File: config.mk
export PLATFORM = sky130hd
export DESIGN_NAME = eco32_core_lsu_dcu_xctl_flat
export DESIGN_NICKNAME = d
export VERILOG_FILES = /design/src/rtl/eco32_core_lsu_dcu_pkg.sv /design/src/rtl/eco32_core_lsu_dcu_xctl_if.sv /design/src/rtl/eco32_core_lsu_dcu_xctl_collect.sv /design/src/rtl/eco32_core_lsu_dcu_xctl.sv /design/src/flat_wrapper.sv
export SDC_FILE = /design/constraint.sdc
export NUM_CORES = 1
export LEC_CHECK = 0
export CORE_ASPECT_RATIO = 0.5
export CORE_UTILIZATION = 50
export CTS_CLUSTER_DIAMETER = 200
export DETAILED_ROUTE_END_ITERATION = 7
export PLACE_DENSITY = 0.78
export SLEW_MARGIN = 20
export SYNTH_ARGS = -nofsm -noshare
export SYNTH_HDL_FRONTEND = slang
export SYNTH_SLANG_ARGS = --single-unit
File: constraint.sdc
create_clock -name clk -period 2.8 [get_ports clk]
set_input_delay 0.28 -clock clk [delete_from_list [all_inputs] [get_ports clk]]
set_output_delay 0.28 -clock clk [all_outputs]
set_load 0.01 [all_outputs]
File: src/rtl/eco32_core_lsu_dcu_pkg.sv
// Shared types and constants for the DCU line-transfer sequencer.
// Holds the FSM encoding, request op codes and the byte-lane helpers.
package eco32_core_lsu_dcu_pkg;

    localparam int LINE_BYTES = 8;

    localparam logic OP_FILL  = 1'b0;
    localparam logic OP_FLUSH = 1'b1;

    typedef enum logic [2:0] {
        ST_IDLE  = 3'd0,
        ST_FILL  = 3'd1,
        ST_RD    = 3'd2,
        ST_DRAIN = 3'd3,
        ST_WB    = 3'd4,
        ST_DONE  = 3'd5
    } xctl_state_e;

    // One collected memory byte together with its dirty flag.
    typedef struct packed {
        logic       ben;
        logic [7:0] data;
    } xbyte_t;

    function automatic logic [7:0] get_byte(input logic [63:0] line, input logic [2:0] idx);
        return line[{idx, 3'b000} +: 8];
    endfunction

endpackage

File: src/rtl/eco32_core_lsu_dcu_xctl_if.sv
// Bundle of the request, write-back and memory x-port signals of the sequencer.
// The slave modport is the sequencer's view, the master modport is its environment.
interface eco32_core_lsu_dcu_xctl_if #(
    parameter int PAGE_ADDR_WIDTH = 5
);
    logic                       req_stb;
    logic                       req_ack;
    logic                       req_op;
    logic                       req_tid;
    logic                       req_wid;
    logic [PAGE_ADDR_WIDTH-1:0] req_page;
    logic [63:0]                req_data;

    logic                       busy;
    logic                       done;

    logic                       wb_val;
    logic                       wb_ack;
    logic                       wb_tid;
    logic                       wb_wid;
    logic [PAGE_ADDR_WIDTH-1:0] wb_page;
    logic [63:0]                wb_data;
    logic [7:0]                 wb_ben;

    logic                       xm_stb;
    logic                       xm_wen;
    logic                       xm_tid;
    logic                       xm_wid;
    logic [PAGE_ADDR_WIDTH-1:0] xm_page;
    logic [2:0]                 xm_offset;
    logic [7:0]                 xm_data;
    logic                       xm_val;
    logic                       xm_ben;
    logic [7:0]                 xm_rdata;

    modport slave (
        input  req_stb, req_op, req_tid, req_wid, req_page, req_data,
        output req_ack, busy, done,
        output wb_val, wb_tid, wb_wid, wb_page, wb_data, wb_ben,
        input  wb_ack,
        output xm_stb, xm_wen, xm_tid, xm_wid, xm_page, xm_offset, xm_data,
        input  xm_val, xm_ben, xm_rdata
    );

    modport master (
        output req_stb, req_op, req_tid, req_wid, req_page, req_data,
        input  req_ack, busy, done,
        input  wb_val, wb_tid, wb_wid, wb_page, wb_data, wb_ben,
        output wb_ack,
        input  xm_stb, xm_wen, xm_tid, xm_wid, xm_page, xm_offset, xm_data,
        output xm_val, xm_ben, xm_rdata
    );

endinterface

File: src/rtl/eco32_core_lsu_dcu_xctl_collect.sv
// Shift-in collector for flush reads: stores each returned byte and its ben flag
// at the next line position, and flags the cycle the eighth byte arrives.
module eco32_core_lsu_dcu_xctl_collect
    import eco32_core_lsu_dcu_pkg::*;
(
    input  logic        clk,
    input  logic        rst_n,
    input  logic        clr,
    input  logic        cap_en,
    input  logic        val,
    input  logic        ben,
    input  logic [7:0]  rdata,
    output logic [63:0] line,
    output logic [7:0]  mask,
    output logic [7:0]  mask_nxt,
    output logic        last
);

    logic [2:0] rcnt;
    logic       full;
    logic       take;
    xbyte_t     in_byte;

    assign in_byte = '{ben: ben, data: rdata};
    assign take    = cap_en && val && !full;
    assign last    = take && (rcnt == 3'(LINE_BYTES - 1));

    // Mask as it will look after this cycle's capture, so the sequencer can
    // decide clean/dirty in the same cycle the last byte lands.
    always_comb begin
        mask_nxt = mask;
        if (take) mask_nxt[rcnt] = in_byte.ben;
    end

    always_ff @(posedge clk or negedge rst_n) begin
        if (!rst_n) begin
            line <= '0;
            mask <= '0;
            rcnt <= '0;
            full <= 1'b0;
        end else if (clr) begin
            line <= '0;
            mask <= '0;
            rcnt <= '0;
            full <= 1'b0;
        end else if (take) begin
            line[{rcnt, 3'b000} +: 8] <= in_byte.data;
            mask[rcnt]                <= in_byte.ben;
            rcnt                      <= rcnt + 3'd1;
            if (rcnt == 3'(LINE_BYTES - 1)) full <= 1'b1;
        end
    end

endmodule

File: src/rtl/eco32_core_lsu_dcu_xctl.sv
// Line-transfer sequencer for the DCU data memory x-port: fills a line as eight
// byte writes, or flushes one by reading eight bytes and offering dirty lines.
module eco32_core_lsu_dcu_xctl
    import eco32_core_lsu_dcu_pkg::*;
#(
    parameter int PAGE_ADDR_WIDTH = 5
) (
    input logic                  clk,
    input logic                  rst_n,
    eco32_core_lsu_dcu_xctl_if.slave bus
);

    xctl_state_e                state;
    logic [2:0]                 cnt;
    logic                       lat_tid;
    logic                       lat_wid;
    logic [PAGE_ADDR_WIDTH-1:0] lat_page;
    logic [63:0]                lat_data;

    logic                       idle;
    logic                       accept;
    logic                       xm_act;
    logic                       cap_en;
    logic [63:0]                col_line;
    logic [7:0]                 col_mask;
    logic [7:0]                 col_mask_nxt;
    logic                       col_last;

    assign idle   = (state == ST_IDLE);
    assign accept = idle && bus.req_stb;
    assign xm_act = (state == ST_FILL) || (state == ST_RD);
    // Read data trails the strobe by one cycle, so DRAIN still captures.
    assign cap_en = (state == ST_RD) || (state == ST_DRAIN);

    eco32_core_lsu_dcu_xctl_collect u_collect (
        .clk      (clk),
        .rst_n    (rst_n),
        .clr      (accept),
        .cap_en   (cap_en),
        .val      (bus.xm_val),
        .ben      (bus.xm_ben),
        .rdata    (bus.xm_rdata),
        .line     (col_line),
        .mask     (col_mask),
        .mask_nxt (col_mask_nxt),
        .last     (col_last)
    );

    always_ff @(posedge clk or negedge rst_n) begin
        if (!rst_n) begin
            state    <= ST_IDLE;
            cnt      <= '0;
            lat_tid  <= 1'b0;
            lat_wid  <= 1'b0;
            lat_page <= '0;
            lat_data <= '0;
        end else begin
            case (state)
                ST_IDLE: begin
                    cnt <= '0;
                    if (bus.req_stb) begin
                        lat_tid  <= bus.req_tid;
                        lat_wid  <= bus.req_wid;
                        lat_page <= bus.req_page;
                        lat_data <= bus.req_data;
                        state    <= (bus.req_op == OP_FLUSH) ? ST_RD : ST_FILL;
                    end
                end
                ST_FILL: begin
                    cnt <= cnt + 3'd1;
                    if (cnt == 3'(LINE_BYTES - 1)) state <= ST_DONE;
                end
                ST_RD: begin
                    cnt <= cnt + 3'd1;
                    if (cnt == 3'(LINE_BYTES - 1)) state <= ST_DRAIN;
                end
                ST_DRAIN: begin
                    // Clean lines skip the write-back channel entirely.
                    if (col_last) state <= (col_mask_nxt != 8'd0) ? ST_WB : ST_DONE;
                end
                ST_WB: begin
                    if (bus.wb_ack) state <= ST_DONE;
                end
                ST_DONE: begin
                    state <= ST_IDLE;
                end
                default: begin
                    state <= ST_IDLE;
                end
            endcase
        end
    end

    assign bus.req_ack   = accept;
    assign bus.busy      = !idle;
    assign bus.done      = (state == ST_DONE);

    assign bus.xm_stb    = xm_act;
    assign bus.xm_wen    = (state == ST_FILL);
    assign bus.xm_tid    = xm_act && lat_tid;
    assign bus.xm_wid    = xm_act && lat_wid;
    assign bus.xm_page   = xm_act ? lat_page : '0;
    assign bus.xm_offset = xm_act ? cnt : 3'd0;
    assign bus.xm_data   = (state == ST_FILL) ? get_byte(lat_data, cnt) : 8'd0;

    assign bus.wb_val    = (state == ST_WB);
    assign bus.wb_tid    = bus.wb_val && lat_tid;
    assign bus.wb_wid    = bus.wb_val && lat_wid;
    assign bus.wb_page   = bus.wb_val ? lat_page : '0;
    assign bus.wb_data   = bus.wb_val ? col_line : 64'd0;
    assign bus.wb_ben    = bus.wb_val ? col_mask : 8'd0;

endmodule

File: src/flat_wrapper.sv
// flat-port wrapper written by rule: the top's interface ports become plain ports
module eco32_core_lsu_dcu_xctl_flat import eco32_core_lsu_dcu_pkg::*;
#(
    parameter int PAGE_ADDR_WIDTH = 5
)
  (clk, rst_n, bus_req_stb, bus_req_op, bus_req_tid, bus_req_wid, bus_req_page, bus_req_data, bus_req_ack, bus_busy, bus_done, bus_wb_val, bus_wb_tid, bus_wb_wid, bus_wb_page, bus_wb_data, bus_wb_ben, bus_wb_ack, bus_xm_stb, bus_xm_wen, bus_xm_tid, bus_xm_wid, bus_xm_page, bus_xm_offset, bus_xm_data, bus_xm_val, bus_xm_ben, bus_xm_rdata);
  eco32_core_lsu_dcu_xctl_if #(.PAGE_ADDR_WIDTH(PAGE_ADDR_WIDTH)) bus_i ();
  input logic clk;
  input logic rst_n;
  input wire logic [$bits(bus_i.req_stb)-1:0] bus_req_stb;
  input wire logic [$bits(bus_i.req_op)-1:0] bus_req_op;
  input wire logic [$bits(bus_i.req_tid)-1:0] bus_req_tid;
  input wire logic [$bits(bus_i.req_wid)-1:0] bus_req_wid;
  input wire logic [$bits(bus_i.req_page)-1:0] bus_req_page;
  input wire logic [$bits(bus_i.req_data)-1:0] bus_req_data;
  output wire logic [$bits(bus_i.req_ack)-1:0] bus_req_ack;
  output wire logic [$bits(bus_i.busy)-1:0] bus_busy;
  output wire logic [$bits(bus_i.done)-1:0] bus_done;
  output wire logic [$bits(bus_i.wb_val)-1:0] bus_wb_val;
  output wire logic [$bits(bus_i.wb_tid)-1:0] bus_wb_tid;
  output wire logic [$bits(bus_i.wb_wid)-1:0] bus_wb_wid;
  output wire logic [$bits(bus_i.wb_page)-1:0] bus_wb_page;
  output wire logic [$bits(bus_i.wb_data)-1:0] bus_wb_data;
  output wire logic [$bits(bus_i.wb_ben)-1:0] bus_wb_ben;
  input wire logic [$bits(bus_i.wb_ack)-1:0] bus_wb_ack;
  output wire logic [$bits(bus_i.xm_stb)-1:0] bus_xm_stb;
  output wire logic [$bits(bus_i.xm_wen)-1:0] bus_xm_wen;
  output wire logic [$bits(bus_i.xm_tid)-1:0] bus_xm_tid;
  output wire logic [$bits(bus_i.xm_wid)-1:0] bus_xm_wid;
  output wire logic [$bits(bus_i.xm_page)-1:0] bus_xm_page;
  output wire logic [$bits(bus_i.xm_offset)-1:0] bus_xm_offset;
  output wire logic [$bits(bus_i.xm_data)-1:0] bus_xm_data;
  input wire logic [$bits(bus_i.xm_val)-1:0] bus_xm_val;
  input wire logic [$bits(bus_i.xm_ben)-1:0] bus_xm_ben;
  input wire logic [$bits(bus_i.xm_rdata)-1:0] bus_xm_rdata;
  assign bus_i.req_stb = bus_req_stb;
  assign bus_i.req_op = bus_req_op;
  assign bus_i.req_tid = bus_req_tid;
  assign bus_i.req_wid = bus_req_wid;
  assign bus_i.req_page = bus_req_page;
  assign bus_i.req_data = bus_req_data;
  assign bus_req_ack = bus_i.req_ack;
  assign bus_busy = bus_i.busy;
  assign bus_done = bus_i.done;
  assign bus_wb_val = bus_i.wb_val;
  assign bus_wb_tid = bus_i.wb_tid;
  assign bus_wb_wid = bus_i.wb_wid;
  assign bus_wb_page = bus_i.wb_page;
  assign bus_wb_data = bus_i.wb_data;
  assign bus_wb_ben = bus_i.wb_ben;
  assign bus_i.wb_ack = bus_wb_ack;
  assign bus_xm_stb = bus_i.xm_stb;
  assign bus_xm_wen = bus_i.xm_wen;
  assign bus_xm_tid = bus_i.xm_tid;
  assign bus_xm_wid = bus_i.xm_wid;
  assign bus_xm_page = bus_i.xm_page;
  assign bus_xm_offset = bus_i.xm_offset;
  assign bus_xm_data = bus_i.xm_data;
  assign bus_i.xm_val = bus_xm_val;
  assign bus_i.xm_ben = bus_xm_ben;
  assign bus_i.xm_rdata = bus_xm_rdata;
  eco32_core_lsu_dcu_xctl #(.PAGE_ADDR_WIDTH(PAGE_ADDR_WIDTH)) u_core (.clk(clk), .rst_n(rst_n), .bus(bus_i));
endmodule
==> results of run 1 <==
-- cell usage after synthesis (all sizes together) (2+ instances only) --
library cell  count  area, um^2
a211oi            3        22.5
a21oi             6        30.0
a31oi             3        18.8
and2             90         563
and3              3        18.8
buf              28         141
clkbuf           23        86.3
dfrtp           153        3830
ha                6        75.1
inv               7        26.3
mux2             72         811
mux2i            87         871
mux4             16         360
nand2            17        71.3
nand2b            2        12.5
nand3             6        30.0
nand3b            2        15.0
nor2             92         348
nor2b             5        31.3
nor3              2        10.0
nor4              2        27.5
o21ai             3        15.0
-- worst reg2reg max path: stages, from the launching register on --
cell	delay [ps]
dfrtp_1	490
inv_1	100
ha_1	190
ha_1	410
or4_1	790
mux2i_1	260
nor2_1	60
-- state kept, by name, summed over array words and instances (netlist names) --
register	flops
u_core.cnt	3
u_core.lat_data	64
u_core.lat_page	5
u_core.lat_tid	1
u_core.lat_wid	1
u_core.state	3
u_core.u_collect.full	1
u_core.u_collect.line	64
u_core.u_collect.mask	8
u_core.u_collect.rcnt	3
-- kinds of logic after synthesis --
kind of cell / Yosys count / synth area share (%)
adders and majority gates: 7 / 1.13
DFF: 153 / 50.8
AOI/OAI and AO/OA: 21 / 1.81
buffers and inverters: 58 / 3.37
muxes: 175 / 27.1
and+or+nand+nor: 227 / 15.7
xor gates and xnor gates: 1 / 0.116
-- how the worst max path moves through the flow --
stage,startpoint,end,slack [ps],cells after the start
after detailed placement,u_core.u_collect.rcnt[1],u_core.u_collect.line[41],400,6
after global placement,u_core.u_collect.rcnt[1],u_core.u_collect.line[41],490,6
final,u_core.state[1],bus_wb_data[53],100,5
after global routing,u_core.state[1],bus_wb_data[53],10,5
after floorplan,u_core.u_collect.rcnt[0],u_core.u_collect.line[40],440,9
after CTS,u_core.state[1],bus_wb_data[4],50,5
-- through the flow --
stage,hold WS (ps),std cells
after CTS,370,1029
after global placement,248,996
after floorplan,-15.6,642
after detailed placement,249,996
final,362,1030
after global routing,398,1030
-- area by class of cell --
class                   count  area (um^2)
well taps                 198          248
flip-flops and latches    153         3830
clock inverters            12          165
clock buffers              20          437
inverters                   7         28.8
fillers                  1062         4310
repair buffers            209         2110
multi-input cells         431         3460
-- power groups by stage --
stage	Combinational (uW)	Clock, uW	Sequential [uW]
2_1_floorplan	2450	0	3280
3_3_place_gp	3470	0	3440
5_1_grt	3900	2480	3560
3_5_place_dp	3560	0	3490
6_report	3560	2350	3470
4_1_cts	3580	2380	3460
-- routing by layer --
layer / wire [um] / up-vias / GRT usage, % / share of wire (%)
met1: 7880 / 2699 / 30.8 / 44
li1: - / 2543 / - / -
met5: 0 / - / 0 / 0
met3: 880 / 26 / 5.84 / 4.9
met2: 8950 / 128 / 39.7 / 50
met4: 329 / 0 / 7.75 / 1.8
-- repair_timing --
action / CTS / global route
pin swaps: 0 / 0
cloned: 0 / 1
endpoints found under the hold margin: 48 / 0
setup buffers: 0 / 0
gates resized for setup: 1 / 2
endpoints found under the setup margin: 2 / 62
hold buffers: 1 / 0
==> impl_metrics.toml, run 1 <==
[status]
status = "complete, no violations"

[final_layout]
num_antenna_cells = 0
post-route-util_pct = 70.5
syn2layout_area_growth_pct = 36.3
nets = 911
drive_gt1_share_pct = 16.8
final_cell_mix = "clkdlybuf4s50_1 (187), dfrtp_1 (152), nor2_1 (91)"
final_area_um2 = 10300
final_common_cell = "clkdlybuf4s50_1"

[pwr]
power.total_uw = 9370
pwr-share-clk_pct = 25.1
power_switching_uw = 3010
p_seq_share_pct = 37.0
p_comb_share_pct = 38.0
sw_frac_of_total_pct = 32.1
power_density_nw_per_um2 = 912
peakVddDrop_mv = 0.616
leakage_uw = 0.00472
internal-power_uw = 6360

[floorplanning]
die_w_um = 176
initial_core_util_pct = 51.7
coreArea_um2 = 14600
io_pins = 189
row_count = 31
die-height_um = 88.8
die-area_um2 = 15600

[setup_path]
startpoint_type = "register"
cp-end-kind = "output pin"
crit_buf_inv = 3
cpPeakStageDelay_ps = 550
arrival_ps = 2420
cpLargestDelayFamily = "buffers and inverters"
worstRegToRegCells = 6
rr_startpoint = "u_core.u_collect.rcnt[1]"
crit_slowest_cell = "clkdlybuf4s50_1"
regToRegEndpoint = "u_core.u_collect.line[41]"
cp_max_fo = 34
ff2ff_setup_slack_ps = 380
path_class = "reg2out"
crit_required_ps = 2520
path_cells = "or3b_1 -> inv_4 -> buf_12 -> and2_1 -> clkdlybuf4s50_1"

[clock_network]
cts_made_buffers = 17
cts_tree = "done"
clock_path_buffers = 2
cts.root.buffer_cell = "clkbuf_16"
htreeDepth = 4
clk_pin_slew_ps = 70
numClockSinks = 153
insertion_delay_ps = 420

[global_routing]
grt_usage_pct = 23.7
grt_pass1_vias = 5261
grt_pass1_wl_um = 28100
antenna_found_initial = 0
grt_max_degree = 89
gr-total-overflow = 0

[drt]
dr.pass1.iters = 5
viasPerCell = 5.24
drt-initial-drc-count = 359
vias = 5396
routedWlPerCell_um = 17.5
wirelength_um = 18000
drt.antenna.violating_nets = 0
drc = 0

[timing]
hold_viol_final = 0
rsz0062_at_grt = "false"
setup_ws_ps = 104
worstMarginPinSlew_ps = 575
fmax_mhz = 371
finalCritPeriodShare_pct = 96.3
fin_skew_ps = 12.4
setup_tns_ps = 0
max-slew-margin-rel_pct = 61.5
finalMaxSlewViolations = 0
post-route-min-period_ps = 2700
setup_viol = 0

[job]
maxCapViolations = 0

[place]
post-place-ws_ps = 403
io_buffers = 188
place_congestion = 0.851
placed_area_um2 = 9640
dp_hpwl_um = 12400

[yosys]
synth.distinct_cells = 43
yosys_warnings = 0
syn-num-nets = 734
ys_async_sr_fraction_pct = 100
syn-cell-area_um2 = 7540
synthCells = 642
yosysSeqAreaShare_pct = 50.8
synth_seq_cells = 153
synthFlopType = "dfrtp_1"
syn_area_per_cell_um2 = 11.7
synth_edf_count = 0

[hold_path]
hold_class = "in2async"
No activity file was read; power rests on OpenSTA's default activity.
==> inputs of run 2 (changes only) <==
--- a/config.mk
+++ b/config.mk
@@ -14,3 +14,4 @@
 export SYNTH_ARGS = -nofsm -noshare
 export SYNTH_HDL_FRONTEND = slang
 export SYNTH_SLANG_ARGS = --single-unit
+export TNS_END_PERCENT = 5
==> results of run 2 <==
No change in the layout: final DEF, timing and power equal those of run 1.
==> inputs of run 3 (changes only) <==
--- a/config.mk
+++ b/config.mk
@@ -10,6 +10,7 @@
 export CTS_CLUSTER_DIAMETER = 200
 export DETAILED_ROUTE_END_ITERATION = 7
 export PLACE_DENSITY = 0.78
+export SKIP_CTS_REPAIR_TIMING = 1
 export SLEW_MARGIN = 20
 export SYNTH_ARGS = -nofsm -noshare
 export SYNTH_HDL_FRONTEND = slang
==> impl_metrics.toml, run 3 (synthesis gave the netlist of run 1 again) <==
[clock_network]
insertion_delay_ps = 420
cts_made_buffers = 17
clk_pin_slew_ps = 70
cts.root.buffer_cell = "clkbuf_16"
htreeDepth = 4
numClockSinks = 153
clock_path_buffers = 2
cts_tree = "done"

[status]
status = "complete, no violations"

[global_routing]
antenna_found_initial = 0
grt_pass1_wl_um = 28100
grt_pass1_vias = 5261
gr-total-overflow = 0
grt_usage_pct = 23.7
grt_max_degree = 89

[timing]
hold_viol_final = 0
finalMaxSlewViolations = 0
setup_tns_ps = 0
rsz0062_at_grt = "false"
fmax_mhz = 371
worstMarginPinSlew_ps = 572
worst_hold_slack_ps = 366
max-slew-margin-rel_pct = 61.7
fin_skew_ps = 11.5
setup_viol = 0
post-route-min-period_ps = 2700
finalCritPeriodShare_pct = 96.3

[pwr]
power.total_uw = 9370
pwr-share-clk_pct = 25.1
leakage_uw = 0.00472
p_comb_share_pct = 38.0
peakVddDrop_mv = 0.616
p_seq_share_pct = 37.0
internal-power_uw = 6360
sw_frac_of_total_pct = 32.2
power_density_nw_per_um2 = 912
power_switching_uw = 3010

[floorplanning]
initial_core_util_pct = 51.7
io_pins = 189
row_count = 31
coreArea_um2 = 14600
die-height_um = 88.8
die_w_um = 176
die-area_um2 = 15600

[final_layout]
final_cell_mix = "clkdlybuf4s50_1 (187), dfrtp_1 (152), nor2_1 (91)"
final_common_cell = "clkdlybuf4s50_1"
top_regs = "u_core.lat_data: 64 flops, u_core.u_collect.line: 64 flops, u_core.u_collect.mask: 8 flops"
nets = 911
drive_gt1_share_pct = 16.8
syn2layout_area_growth_pct = 36.3
post-route-util_pct = 70.5
num_antenna_cells = 0

[drt]
drt.antenna.violating_nets = 0
drt-initial-drc-count = 335
viasPerCell = 5.23
wirelength_um = 18000
drc = 0
routedWlPerCell_um = 17.5
vias = 5384
dr.pass1.iters = 5

[hold_path]
hold_class = "in2async"

[job]
maxCapViolations = 0

[setup_path]
crit_slowest_cell = "clkdlybuf4s50_1"
crit_cells = 5
crit_required_ps = 2520
crit_start = "u_core.state[1]"
worstRegToRegCells = 6
ff2ff_setup_slack_ps = 380
crit_buf_inv = 3
critPathCapture = "bus_wb_data[53]"
path_class = "reg2out"
rr_startpoint = "u_core.u_collect.rcnt[1]"
regToRegEndpoint = "u_core.u_collect.line[41]"
cpLargestDelayFamily = "buffers and inverters"
arrival_ps = 2420
path_cells = "or3b_1 -> inv_4 -> buf_12 -> and2_1 -> clkdlybuf4s50_1"
startpoint_type = "register"
cp-end-kind = "output pin"
cpPeakStageDelay_ps = 550
cp_max_fo = 34

[place]
dp_hpwl_um = 12400
place_congestion = 0.851
io_buffers = 188
-- run 3: cell type report --
type | count | area (um^2)
inverters | 7 | 28.8
clock inverters | 12 | 165
flip-flops and latches | 153 | 3830
multi-input cells | 431 | 3460
repair buffers | 209 | 2110
well taps | 198 | 248
fillers | 1062 | 4310
clock buffers | 20 | 437
-- run 3: worst min-delay path by stage --
stage / slack [ps] / end / cells after the start
finish: 370 / u_core.u_collect.line[25] / 2
global route: 400 / u_core.u_collect.line[25] / 2
CTS: -200 / u_core.u_collect.line[25] / 1
detailed placement: 250 / u_core.u_collect.line[25] / 1
global placement: 250 / u_core.u_collect.line[25] / 1
floorplan: -20 / u_core.cnt[0] / 0
-- run 3: routing by layer --
metal / routed length, um / track usage [%]
met1: 7910 / 30.8
met2: 8890 / 39.7
met3: 916 / 5.84
met4: 329 / 7.75
met5: 0 / 0
-- run 3: through the flow --
step / area, um^2 / setup slack, ps / instances
final: 10300 / 103 / 1030
after global routing: 10300 / 14.7 / 1030
after CTS: 10200 / -4.90 / 1028
after detailed placement: 9640 / 403 / 996
after global placement: 9640 / 485 / 996
after floorplan: 7540 / 438 / 642
-- run 3: worst register-to-register path, delay by kind of cell (launching register included) --
kind | cells | cell delay, ps
adders and majority gates | 2 | 600
buffers and inverters | 1 | 100
DFF | 1 | 490
muxes | 1 | 260
and+or+nand+nor | 2 | 850
-- run 3: power groups by stage --
stage	logic (uW)	clock network (uW)	registers [uW]
final	3560	2350	3470
after global routing	3900	2480	3560
after CTS	3580	2380	3460
after detailed placement	3560	0	3490
after global placement	3470	0	3440
after floorplan	2450	0	3280
